File: src/rtl/ddr3_test_master_if.sv
// sysIO user-port bundle between the test master and the slowDDR3 controller.
// master = traffic initiator, slave = controller (or bench stub).
interface ddr3_test_master_if;
    logic        init_fin;
    logic [26:0] address;
    logic [1:0]  sel;
    logic        wr_valid;
    logic        wr_ready;
    logic [15:0] wr_payload;
    logic        rd_ready;
    logic        rd_valid;
    logic [15:0] rd_payload;

    modport master (
        input  init_fin,
        output address,
        output sel,
        output wr_valid,
        input  wr_ready,
        output wr_payload,
        output rd_ready,
        input  rd_valid,
        input  rd_payload
    );

    modport slave (
        output init_fin,
        input  address,
        input  sel,
        input  wr_valid,
        output wr_ready,
        input  wr_payload,
        input  rd_ready,
        output rd_valid,
        output rd_payload
    );
endinterface

File: src/rtl/ddr3_test_master.sv
// Write/readback pattern tester for the slowDDR3 sysIO port.
// Ports: clk, resetn (sync, active low), start, sysio (master), busy/done/pass/timeout, error stats.
module ddr3_test_master #(
    parameter int unsigned WORDS   = 66560,
    parameter logic [15:0] SEED    = 16'h0000,
    parameter int unsigned TIMEOUT = 1024
) (
    input  logic                 clk,
    input  logic                 resetn,
    input  logic                 start,
    ddr3_test_master_if.master   sysio,
    output logic                 busy,
    output logic                 done,
    output logic                 pass,
    output logic                 timeout,
    output logic [15:0]          err_cnt,
    output logic [26:0]          first_err_addr,
    output logic [15:0]          first_err_data
);

    typedef enum logic [2:0] {
        S_IDLE,
        S_WAIT_INIT,
        S_WRITE,
        S_READ,
        S_DONE
    } state_t;

    localparam logic [27:0] LAST    = 28'(WORDS - 1);
    localparam logic [31:0] WD_LAST = 32'(TIMEOUT - 1);
    localparam logic        WD_ON   = (TIMEOUT != 0);

    state_t      state, state_n;
    logic [27:0] cnt, cnt_n;
    logic [31:0] wdog, wdog_n;
    logic [15:0] err_n;
    logic [26:0] fea_n;
    logic [15:0] fed_n;
    logic        to_n;

    logic        wr_beat;
    logic        rd_beat;
    logic        wd_exp;
    logic [15:0] expect_data;

    assign expect_data = cnt[15:0] ^ SEED;
    assign wr_beat     = sysio.wr_valid & sysio.wr_ready;
    assign rd_beat     = sysio.rd_ready & sysio.rd_valid;
    assign wd_exp      = WD_ON && (wdog == WD_LAST);

    // Handshake outputs decode straight from registered state/cnt,
    // so address and payload hold until the beat moves cnt.
    assign sysio.sel        = 2'b00;
    assign sysio.wr_valid   = (state == S_WRITE);
    assign sysio.rd_ready   = (state == S_READ);
    assign sysio.address    = (state == S_WRITE || state == S_READ) ?
                              cnt[26:0] : 27'd0;
    assign sysio.wr_payload = (state == S_WRITE) ? expect_data : 16'd0;

    assign busy = (state == S_WAIT_INIT) || (state == S_WRITE) ||
                  (state == S_READ);
    assign done = (state == S_DONE);
    assign pass = done && (err_cnt == 16'd0) && !timeout;

    always_ff @(posedge clk) begin
        if (!resetn) begin
            state          <= S_IDLE;
            cnt            <= '0;
            wdog           <= '0;
            err_cnt        <= '0;
            first_err_addr <= '0;
            first_err_data <= '0;
            timeout        <= 1'b0;
        end else begin
            state          <= state_n;
            cnt            <= cnt_n;
            wdog           <= wdog_n;
            err_cnt        <= err_n;
            first_err_addr <= fea_n;
            first_err_data <= fed_n;
            timeout        <= to_n;
        end
    end

    always_comb begin
        state_n = state;
        cnt_n   = cnt;
        wdog_n  = wdog;
        err_n   = err_cnt;
        fea_n   = first_err_addr;
        fed_n   = first_err_data;
        to_n    = timeout;
        unique case (state)
            S_IDLE, S_DONE: begin
                if (start) begin
                    state_n = S_WAIT_INIT;
                    cnt_n   = '0;
                    wdog_n  = '0;
                    err_n   = '0;
                    fea_n   = '0;
                    fed_n   = '0;
                    to_n    = 1'b0;
                end
            end
            S_WAIT_INIT: begin
                if (sysio.init_fin) begin
                    state_n = S_WRITE;
                    wdog_n  = '0;
                end
            end
            S_WRITE: begin
                // A beat always wins over a simultaneous watchdog expiry.
                if (wr_beat) begin
                    wdog_n = '0;
                    if (cnt == LAST) begin
                        state_n = S_READ;
                        cnt_n   = '0;
                    end else begin
                        cnt_n = cnt + 28'd1;
                    end
                end else if (wd_exp) begin
                    to_n    = 1'b1;
                    state_n = S_DONE;
                    wdog_n  = '0;
                end else begin
                    wdog_n = wdog + 32'd1;
                end
            end
            S_READ: begin
                if (rd_beat) begin
                    wdog_n = '0;
                    cnt_n  = cnt + 28'd1;
                    if (sysio.rd_payload != expect_data) begin
                        if (err_cnt != 16'hFFFF)
                            err_n = err_cnt + 16'd1;
                        if (err_cnt == 16'd0) begin
                            fea_n = cnt[26:0];
                            fed_n = sysio.rd_payload;
                        end
                    end
                    if (cnt == LAST)
                        state_n = S_DONE;
                end else if (wd_exp) begin
                    to_n    = 1'b1;
                    state_n = S_DONE;
                    wdog_n  = '0;
                end else begin
                    wdog_n = wdog + 32'd1;
                end
            end
            default: state_n = S_IDLE;
        endcase
    end

endmodule

File: src/flat_wrapper.sv
// flat-port wrapper written by rule: the top's interface ports become plain ports
module ddr3_test_master_flat 
#(
    parameter int unsigned WORDS   = 66560,
    parameter logic [15:0] SEED    = 16'h0000,
    parameter int unsigned TIMEOUT = 1024
)
  (clk, resetn, start, busy, done, pass, timeout, err_cnt, first_err_addr, first_err_data, sysio_init_fin, sysio_address, sysio_sel, sysio_wr_valid, sysio_wr_ready, sysio_wr_payload, sysio_rd_ready, sysio_rd_valid, sysio_rd_payload);
  ddr3_test_master_if sysio_i ();
  input  logic clk;
  input  logic resetn;
  input  logic start;
  output logic busy;
  output logic done;
  output logic pass;
  output logic timeout;
  output logic [15:0] err_cnt;
  output logic [26:0] first_err_addr;
  output logic [15:0] first_err_data;
  input wire logic [$bits(sysio_i.init_fin)-1:0] sysio_init_fin;
  output wire logic [$bits(sysio_i.address)-1:0] sysio_address;
  output wire logic [$bits(sysio_i.sel)-1:0] sysio_sel;
  output wire logic [$bits(sysio_i.wr_valid)-1:0] sysio_wr_valid;
  input wire logic [$bits(sysio_i.wr_ready)-1:0] sysio_wr_ready;
  output wire logic [$bits(sysio_i.wr_payload)-1:0] sysio_wr_payload;
  output wire logic [$bits(sysio_i.rd_ready)-1:0] sysio_rd_ready;
  input wire logic [$bits(sysio_i.rd_valid)-1:0] sysio_rd_valid;
  input wire logic [$bits(sysio_i.rd_payload)-1:0] sysio_rd_payload;
  assign sysio_i.init_fin = sysio_init_fin;
  assign sysio_address = sysio_i.address;
  assign sysio_sel = sysio_i.sel;
  assign sysio_wr_valid = sysio_i.wr_valid;
  assign sysio_i.wr_ready = sysio_wr_ready;
  assign sysio_wr_payload = sysio_i.wr_payload;
  assign sysio_rd_ready = sysio_i.rd_ready;
  assign sysio_i.rd_valid = sysio_rd_valid;
  assign sysio_i.rd_payload = sysio_rd_payload;
  ddr3_test_master #(.WORDS(WORDS), .SEED(SEED), .TIMEOUT(TIMEOUT)) u_core (.clk(clk), .resetn(resetn), .start(start), .sysio(sysio_i), .busy(busy), .done(done), .pass(pass), .timeout(timeout), .err_cnt(err_cnt), .first_err_addr(first_err_addr), .first_err_data(first_err_data));
endmodule
File: config.mk
export PLATFORM = sky130hd
export DESIGN_NAME = ddr3_test_master_flat
export DESIGN_NICKNAME = d
export VERILOG_FILES = /design/src/rtl/ddr3_test_master_if.sv /design/src/rtl/ddr3_test_master.sv /design/src/flat_wrapper.sv
export SDC_FILE = /design/constraint.sdc
export NUM_CORES = 1
export LEC_CHECK = 0
export ABC_CLOCK_PERIOD_IN_PS = 3050
export CAP_MARGIN = 25
export CORE_MARGIN = 3
export CORE_UTILIZATION = 51
export DETAILED_ROUTE_END_ITERATION = 8
export PLACE_DENSITY = 0.78
export RECOVER_POWER = 50
export SYNTH_ARGS = -nofsm -noshare
export SYNTH_HDL_FRONTEND = slang
export SYNTH_SLANG_ARGS = --single-unit
export TNS_END_PERCENT = 50
File: constraint.sdc
create_clock -name clk -period 3.05 [get_ports clk]
set_input_delay 0.915 -clock clk [delete_from_list [all_inputs] [get_ports clk]]
set_output_delay 0.915 -clock clk [all_outputs]
set_load 0.005 [all_outputs]
======== After elaboration in Yosys (flattened, before gate mapping) ========
Index checks and enable logic that the tools add are counted.
operators by class
  add/sub/neg operators ................... 3
  multipliers ............................. 0
  divide/modulo/power cells ............... 0
  $lt $le $gt $ge ......................... 0
  equal/unequal tests ..................... 19
  shifts and indexed selects .............. 0
  multiplexer cells ....................... 40
  bitwise gates (word level) .............. 2
  reductions and logical operators ........ 18
operators by type and width
  kind                   count
  $mux 32                5
  $mux 27                5
  $mux 16                8
  $pmux 32 s4            1
  $mux 28                4
  $pmux 28 s3            1
  $pmux 16 s2            2
  $pmux 27 s2            1
  $add 32x1->32 const B  1
  $eq 32x10->1 const B   1
  $add 28x1->28 const B  1
  $eq 28x17->1 const B   1
  $mux 3                 7
  $ne 2x2->1 const B     9
  $add 16x1->16 const B  1
  $logic_not 16->1       1
  $ne 16x16->1           1
  $ne 16x16->1 const B   1
  $pmux 3 s4             1
  $reduce_and 4->1       3
  $reduce_and 5->1       2
  $eq 3x2->1 const B     2
  $ne 3x3->1 const B     2
  $mux 1                 4
  13 further kinds       17
word-level totals
  flip-flop bits (word level) ............. 123
  bits in latches ......................... 0
  bits in writable memories ............... 0
  memory bits (read-only) ................. 0
  memories ................................ 0

======== Depth between registers and ports, before layout ========
Gate-level depths: netlist of the first run.
  word-level depth ........................ 5
  depth in mapped cells ................... 12
  depth with buffers taken out ............ 8

======== Least setup slack after synthesis of the first run ========
Ideal clock, no wire load.
  path type ............................... input to register
  start point ............................. input port start
  end point ............................... register u_core.cnt[21]
  setup time .............................. 0.116 ns
  arrival ................................. 2.436 ns
  data required time ...................... 2.934 ns
  slack ................................... 0.498 ns
  stages on the path ...................... 7
  path buffers ............................ 1
  path through ............................ or3b_4 > a21boi_4 > or4_4 > buf_6 > nor4_4 > xnor2_1 > nor2_2
on the way
  word-level cells in the longest chain between the ends .. 2
ends and longest elaborated chain
  item                        line                    RTL
  start: declaration          flat_wrapper.sv:12      input logic start;
  $ne 2x2->1 (no line)        n/a
  $reduce_and 4->1 (no line)  n/a
  end signal: assignment      ddr3_test_master.sv:76  cnt <= cnt_n;
  end: declaration            ddr3_test_master.sv:34  logic [27:0] cnt, cnt_n;
Every way passes these cells.
A chain may end at the register's enable or synchronous reset.

======== Final worst setup path of the first run ========
  start point ............................. register u_core.state[1]
  end point ............................... output port sysio_address[25]
on the way
  word-level cells in the longest chain between the ends .. 3
ends and longest elaborated chain
  item                      line                    RTL
  start: declaration        ddr3_test_master.sv:33  state_t state, state_n;
  start signal: assignment  ddr3_test_master.sv:75  state <= state_n;
  $eq 3x2->1                ddr3_test_master.sv:56  assign sysio.address = (state == S_WRITE || state == S_READ) ?
  $logic_or 1x1->1 *        ddr3_test_master.sv:56
  $mux 27 *                 ddr3_test_master.sv:56
  end: declaration          flat_wrapper.sv:21      output wire logic [$bits(sysio_i.address)-1:0] sysio_address;
Every way passes the cells marked *; elsewhere a longest branch is shown, timed or not.

==> impl_metrics.toml, run 1 <==
[global_routing]
grt_overflow = 0
grt_antenna_before_repair = 0
grt.total_usage_pct = 27.20
grt_max_degree = 95
use_met2_pct = 43.50
grt_pass1_wl_um = 29100
grt_pass1_vias = 5882
grt_use_met3_pct = 7.311
busiest_layer = "met2"
use_met1_pct = 35.41

[synth]
ys_async_sr_fraction_pct = 0
synth_edf_count = 0
synth_cells = 777
syn-cell-area_um2 = 6156
synth_area_per_cell_um2 = 7.923
synth_cell_types = 52
ys_ff_latch = 123
ys.flop_type = "dfxtp_1"
synth.yosys.seq_area_share_pct = 40.00
yosysWarnings = 0

[critical_path]
critPathKind = "reg2out"
cpPeakStageDelay_ns = 0.54
r2r_setup_slack_ns = 0.36
critPathMaxFanout = 22
cp_data_arrival_time_ns = 2.02
critPathSlowestCell = "clkdlybuf4s50_1"
r2r_start = "u_core.wdog[0]$_SDFFE_PN0P_"
end_kind = "output pin"
startpoint = "u_core.state[1]$_SDFFE_PN0P_"
critical_path_buf_inv_count = 2
worstSetupStartpointType = "register"
worst-endpoint-required_ns = 2.13
crit_chain = "nor2b_4 > buf_4 > and2_1 > clkdlybuf4s50_1"
cp_top_family = "buffers and inverters"

[cells_and_area]
fin_util_pct = 70.14
fin_nets = 916
antenna_cells = 0
drive_gt1_share_pct = 7.871
stdcell_area_um2 = 8145
area_growth_pct = 32.32

[floorplanning]
dieArea_um2 = 13420
io_pins = 132
row_count = 39
fp.dieH_um = 115.9
core_region_area_um2 = 11610
die_w_um = 115.9
initial_core_util_pct = 53.01

[power]
power_uw = 4728
p_per_area_nw_per_um2 = 580.4
power_leakage_uw = 0.002938
peakVddDrop_v = 0.0004610

[timing]
finalClockSkew_ns = 0.009416
hold_slack_ns = 0.4490
setup_viol = 0
worst_pin_slew_ns = 0.8721
fin_crit_ns = 2.936
finalHoldViolCount = 0
rsz0062_at_grt = "no"
period_share_pct = 96.25
fin_tns_setup_ns = 0
slew_headroom_pct = 41.71
fmax_mhz = 340.6
slew_violations = 0

[detailed_routing]
ant_nets = 0
via_per_inst = 5.869
drt-total-wl_um = 18000
dr.pass1.iters = 6
num_vias = 6133
post-route-drc-count = 0
wl_per_cell_um = 17.23
drt_iter0_markers = 507

[clocking]
cts.hold.buffers_added = 0
h-tree-depth = 4
insertion_delay_ns = 0.41
cts_inserted_buffers = 17
cts-root-buf = "clkbuf_16"
cts.clk_slew.worst_paths_ns = 0.05
cts_buffer_depth = 2
cts_sinks = 123
tritoncts = "done"

[hold_path]
hold_start = "u_core.first_err_addr[23]$_SDFFE_PN0P_"
min_path_type = "reg2reg"

[place]
post-dp-hpwl_um = 12520
gp_congestion = 0.9867
placed_cell_area_um2 = 7594
io_buffers = 129

[flow_run]
maxCapViolCount = 0

[run_status]
status = "completed"
-- layout make-up --
class                   count  area, um2
inverters                  19      71.32
clock inverters             6      60.06
well taps                 143      178.9
multi-input cells         573       3346
fillers                   908       3468
repair buffers            156       1510
clock buffers              25      515.5
flip-flops and latches    123       2464
-- synth_stat cells (6+ instances only) --
cell / count / area (um2)
nor4_1: 17 / 106.4
or3_1: 14 / 87.58
xnor2_1: 40 / 350.3
nand3_1: 28 / 140.1
and3_1: 6 / 37.54
and2_1: 39 / 244.0
inv_1: 19 / 71.32
nand2_1: 80 / 300.3
a21oi_1: 24 / 120.1
o21ai_0: 60 / 300.3
xor2_1: 30 / 262.8
and4_1: 10 / 87.58
dfxtp_1: 123 / 2462
nor2_1: 91 / 341.6
clkbuf_1: 31 / 116.4
nand4_1: 63 / 394.1
buf_2: 19 / 95.09
nor3_1: 18 / 90.09
-- cells by family after synthesis --
family                   Yosys count  synth area share (%)
multiplexers                       4                0.6707
flip-flops                       123                 40.00
XOR/XNOR                          70                 9.959
AO/OA/AOI/OAI                    105                 9.452
AND/OR/NAND/NOR                  388                 33.13
other                              1               0.06092
adder cells (fa/ha/maj)            4                0.8130
buffers and inverters             82                 5.915
-- power by group --
group	internal [uW]	total, uW	switching [uW]	leakage [uW]
Sequential	1650	1720	68.6	0.000992
Combinational	387	1080	693	0.00167
Clock	1240	1930	685	0.000281
-- routing by layer --
layer	share of wire, %	up-vias
met5	0	-
li1	-	2911
met4	2.3	0
met3	7.9	38
met2	47	277
met1	43	2907
-- registers in the layout, summed over array words and instances, names as in the netlist --
name,cells
u_core.wdog,32
u_core.cnt,28
u_core.first_err_addr,27
u_core.err_cnt,16
u_core.first_err_data,16
u_core.state,3
u_core.timeout,1
-- tightest hold or removal path, delay by kind of cell, from the launching register on --
kind	cells	cell delay, ns
simple gates	1	0.04
flops	1	0.30
compound gates	1	0.05
-- per-stage QoR --
stage / worst slack (ns) / instances
floorplan: 0.4981 / 778
global placement: -0.01493 / 1013
detailed placement: -0.01998 / 1013
CTS: 0.002286 / 1045
global route: 0.02055 / 1045
finish: 0.1143 / 1045
-- placed cells by master, fill, tap and decap left out, types with 28 or more instances in the layout --
cell type and instances:
o21ai_0 63, and2_1 39, nor2_1 90, nand3_1 28
nand2_1 80, nand4_1 63, xor2_1 30, dlygate4sd3_1 60
xnor2_1 40, dfxtp_1 122, clkdlybuf4s50_1 67
-- worst paths after layout --
kind,to,depth (start not counted)
max,sysio_address[25],4
min,u_core.first_err_addr[23]$_SDFFE_PN0P_,2
max reg2reg,u_core.wdog[30]$_SDFFE_PN0P_,8
min reg2reg,u_core.first_err_addr[23]$_SDFFE_PN0P_,2
-- timing repair --
action                                  CTS  global route
setup buffers                             1             0
gates resized for setup                   5             4
endpoints found under the setup margin   20            31
pin swaps                                 1             1
No activity file was read; power rests on OpenSTA's default activity.
==> run 2, diff against run 1 <==
--- a/config.mk
+++ b/config.mk
@@ -8,9 +8,10 @@
 export ABC_CLOCK_PERIOD_IN_PS = 3050
 export CAP_MARGIN = 25
 export CORE_MARGIN = 3
-export CORE_UTILIZATION = 51
+export CORE_UTILIZATION = 60
 export DETAILED_ROUTE_END_ITERATION = 8
-export PLACE_DENSITY = 0.78
+export DONT_BUFFER_PORTS = 1
+export PLACE_DENSITY = 0.74
 export RECOVER_POWER = 50
 export SYNTH_ARGS = -nofsm -noshare
 export SYNTH_HDL_FRONTEND = slang
==> run 2 against run 1 <==
  * Final area down 17%
  * Clock skew up 0.0020 ns
  * Sequential cell count unchanged
  * Global-route usage up 1.9 points
  * Largest cell class unchanged
  * Largest power group unchanged
==> impl_metrics.toml, run 2 (synthesized netlist as in run 1, its figures left out) <==
[clocking]
cts_sinks = 123
cts-root-buf = "clkbuf_8"
cts_inserted_buffers = 17
tritoncts = "done"
cts_buffer_depth = 2
h-tree-depth = 4
cts.hold.buffers_added = 0
insertion_delay_ns = 0.52
cts.clk_slew.worst_paths_ns = 0.06

[critical_path]
worstSetupStartpointType = "register"
end_kind = "output pin"
worst-endpoint-required_ns = 2.13
r2r_setup_slack_ns = 0.29
cpPeakStageDelay_ns = 0.51
critPathMaxFanout = 16
cp_data_arrival_time_ns = 1.92
critPathSlowestCell = "nor2_2"
crit_chain = "nand2b_1 > nor2_2 > and2_1"
critPathKind = "reg2out"

[detailed_routing]
ant_nets = 0
wl_met2_um = 7712
drt_iter0_markers = 352
wl_met3_um = 1522
top_layer_used = "met4"
drt-total-wl_um = 16510
dr.pass1.iters = 5
post-route-drc-count = 0
num_vias = 5524
wirelength_met1_um = 6798
wl_per_cell_um = 18.39
via_per_inst = 6.151

[cells_and_area]
layout_commonest_cell = "dfxtp_1"
fin_util_pct = 68.68
largest_register_ffs = 32
drive_gt1_share_pct = 7.974
antenna_cells = 0
area_growth_pct = 10.06
fillerInstances = 800
fin_nets = 778
top_register = "u_core.wdog"
fin_cells = 898
top_regs = "u_core.wdog (32), u_core.cnt (28), u_core.first_err_addr (27)"
layout_common_cells = "dfxtp_1, nor2_1, nand2_1"

[floorplanning]
dieArea_um2 = 11510
initial_core_util_pct = 62.40
io_pins = 132
core_region_area_um2 = 9864
fp.dieH_um = 107.3
die_w_um = 107.3
row_count = 36

[timing]
fin_tns_setup_ns = 0
fmax_mhz = 352.4
finalHoldViolCount = 0
finalClockSkew_ns = 0.01144
slew_headroom_pct = 31.97
worst_pin_slew_ns = 1.020
slew_violations = 0
period_share_pct = 93.04
hold_slack_ns = 0.4822
setup_viol = 0
rsz0062_at_grt = "no"
fin_crit_ns = 2.838

[place]
io_buffers = 0
gp_congestion = 0.9028
post-dp-hpwl_um = 11010
placed_cells = 866

[global_routing]
grt_pass1_wl_um = 26790
grt_antenna_before_repair = 0
grt_max_degree = 95
grt_pass1_vias = 5377
grt_overflow = 0
grt.total_usage_pct = 29.13

[power]
power_leakage_uw = 0.002206
p_per_area_nw_per_um2 = 685.9
peakVddDrop_v = 0.0003086

[hold_path]
min_path_type = "reg2reg"

[run_status]
status = "completed"

[flow_run]
maxCapViolCount = 0
==> run 2: changes by cell type in the layout (fill, tap and decap cells not counted), moves of 2 or more <==
cell             delta
clkdlybuf4s50_1    -67
dlygate4sd3_1      -60
buf_4               -6
clkbuf_8            -3
clkinv_4            +3
o21ai_0             -3
buf_12              -2
bufinv_16           +2
inv_6               +2
nor4b_2             -2
o21ai_1             +2
==> run 2: path summary, 6_finish.rpt <==
check,depth (start not counted),startpoint,endpoint
hold / removal,2,u_core.first_err_data[12]$_SDFFE_PN0P_,u_core.first_err_data[12]$_SDFFE_PN0P_
hold reg to reg,2,u_core.first_err_data[12]$_SDFFE_PN0P_,u_core.first_err_data[12]$_SDFFE_PN0P_
setup / recovery,3,u_core.state[1]$_SDFFE_PN0P_,sysio_wr_payload[3]
setup reg to reg,7,u_core.cnt[9]$_SDFFE_PN0P_,u_core.err_cnt[10]$_SDFFE_PN0P_
==> run 2: critical path, delay by kind of cell (launching register included) <==
family        cells  cell delay [ns]
simple gates      3             0.94
flops             1             0.47
==> run 2: stage by stage <==
| stage | power (uW) | cell area (um2) | setup WS, ns |
|---|---|---|---|
| floorplan | 2451 | 6160 | 0.4981 |
| global placement | 2600 | 6185 | 0.4291 |
| detailed placement | 2632 | 6185 | 0.3820 |
| CTS | 4672 | 6795 | 0.2081 |
| global route | 4846 | 6775 | 0.07713 |
| finish | 4647 | 6775 | 0.2123 |
==> run 2: where the power goes <==
group          total, uW  switching [uW]  internal, uW
clock network       2060             763          1290
logic                869             629           240
registers           1720            72.8          1650
==> run 2: timing repair <==
item	4_1_cts	5_1_grt
buffers inserted	0	0
hold endpoints to repair	0	0
gates resized for setup	1	0
setup endpoints to repair	6	0
==> run 2: layout make-up <==
| cell class | count | area, um2 | area share, % |
|---|---|---|---|
| sequential | 123 | 2462 | 36.34 |
| clock buffer | 19 | 441.7 | 6.519 |
| clock inverter | 13 | 166.4 | 2.456 |
| tap | 133 | 166.4 | 2.456 |
| timing repair buffer | 18 | 127.6 | 1.884 |
| inverter | 19 | 71.32 | 1.053 |
| multi-input combinational | 573 | 3339 | 49.29 |
==> run 2: metal layers <==
metal	up-vias	track usage [%]
met5	-	0
met4	0	12.79
met3	45	9.058
met2	273	46.96
met1	2567	35.79
li1	2639	-
==> run 3, diff against run 2 <==
--- a/config.mk
+++ b/config.mk
@@ -13,6 +13,7 @@
 export DONT_BUFFER_PORTS = 1
 export PLACE_DENSITY = 0.74
 export RECOVER_POWER = 50
+export SLEW_MARGIN = 25
 export SYNTH_ARGS = -nofsm -noshare
 export SYNTH_HDL_FRONTEND = slang
 export SYNTH_SLANG_ARGS = --single-unit
==> results of run 3 <==
Final layout, timing and power as in run 2 (identical DEF).
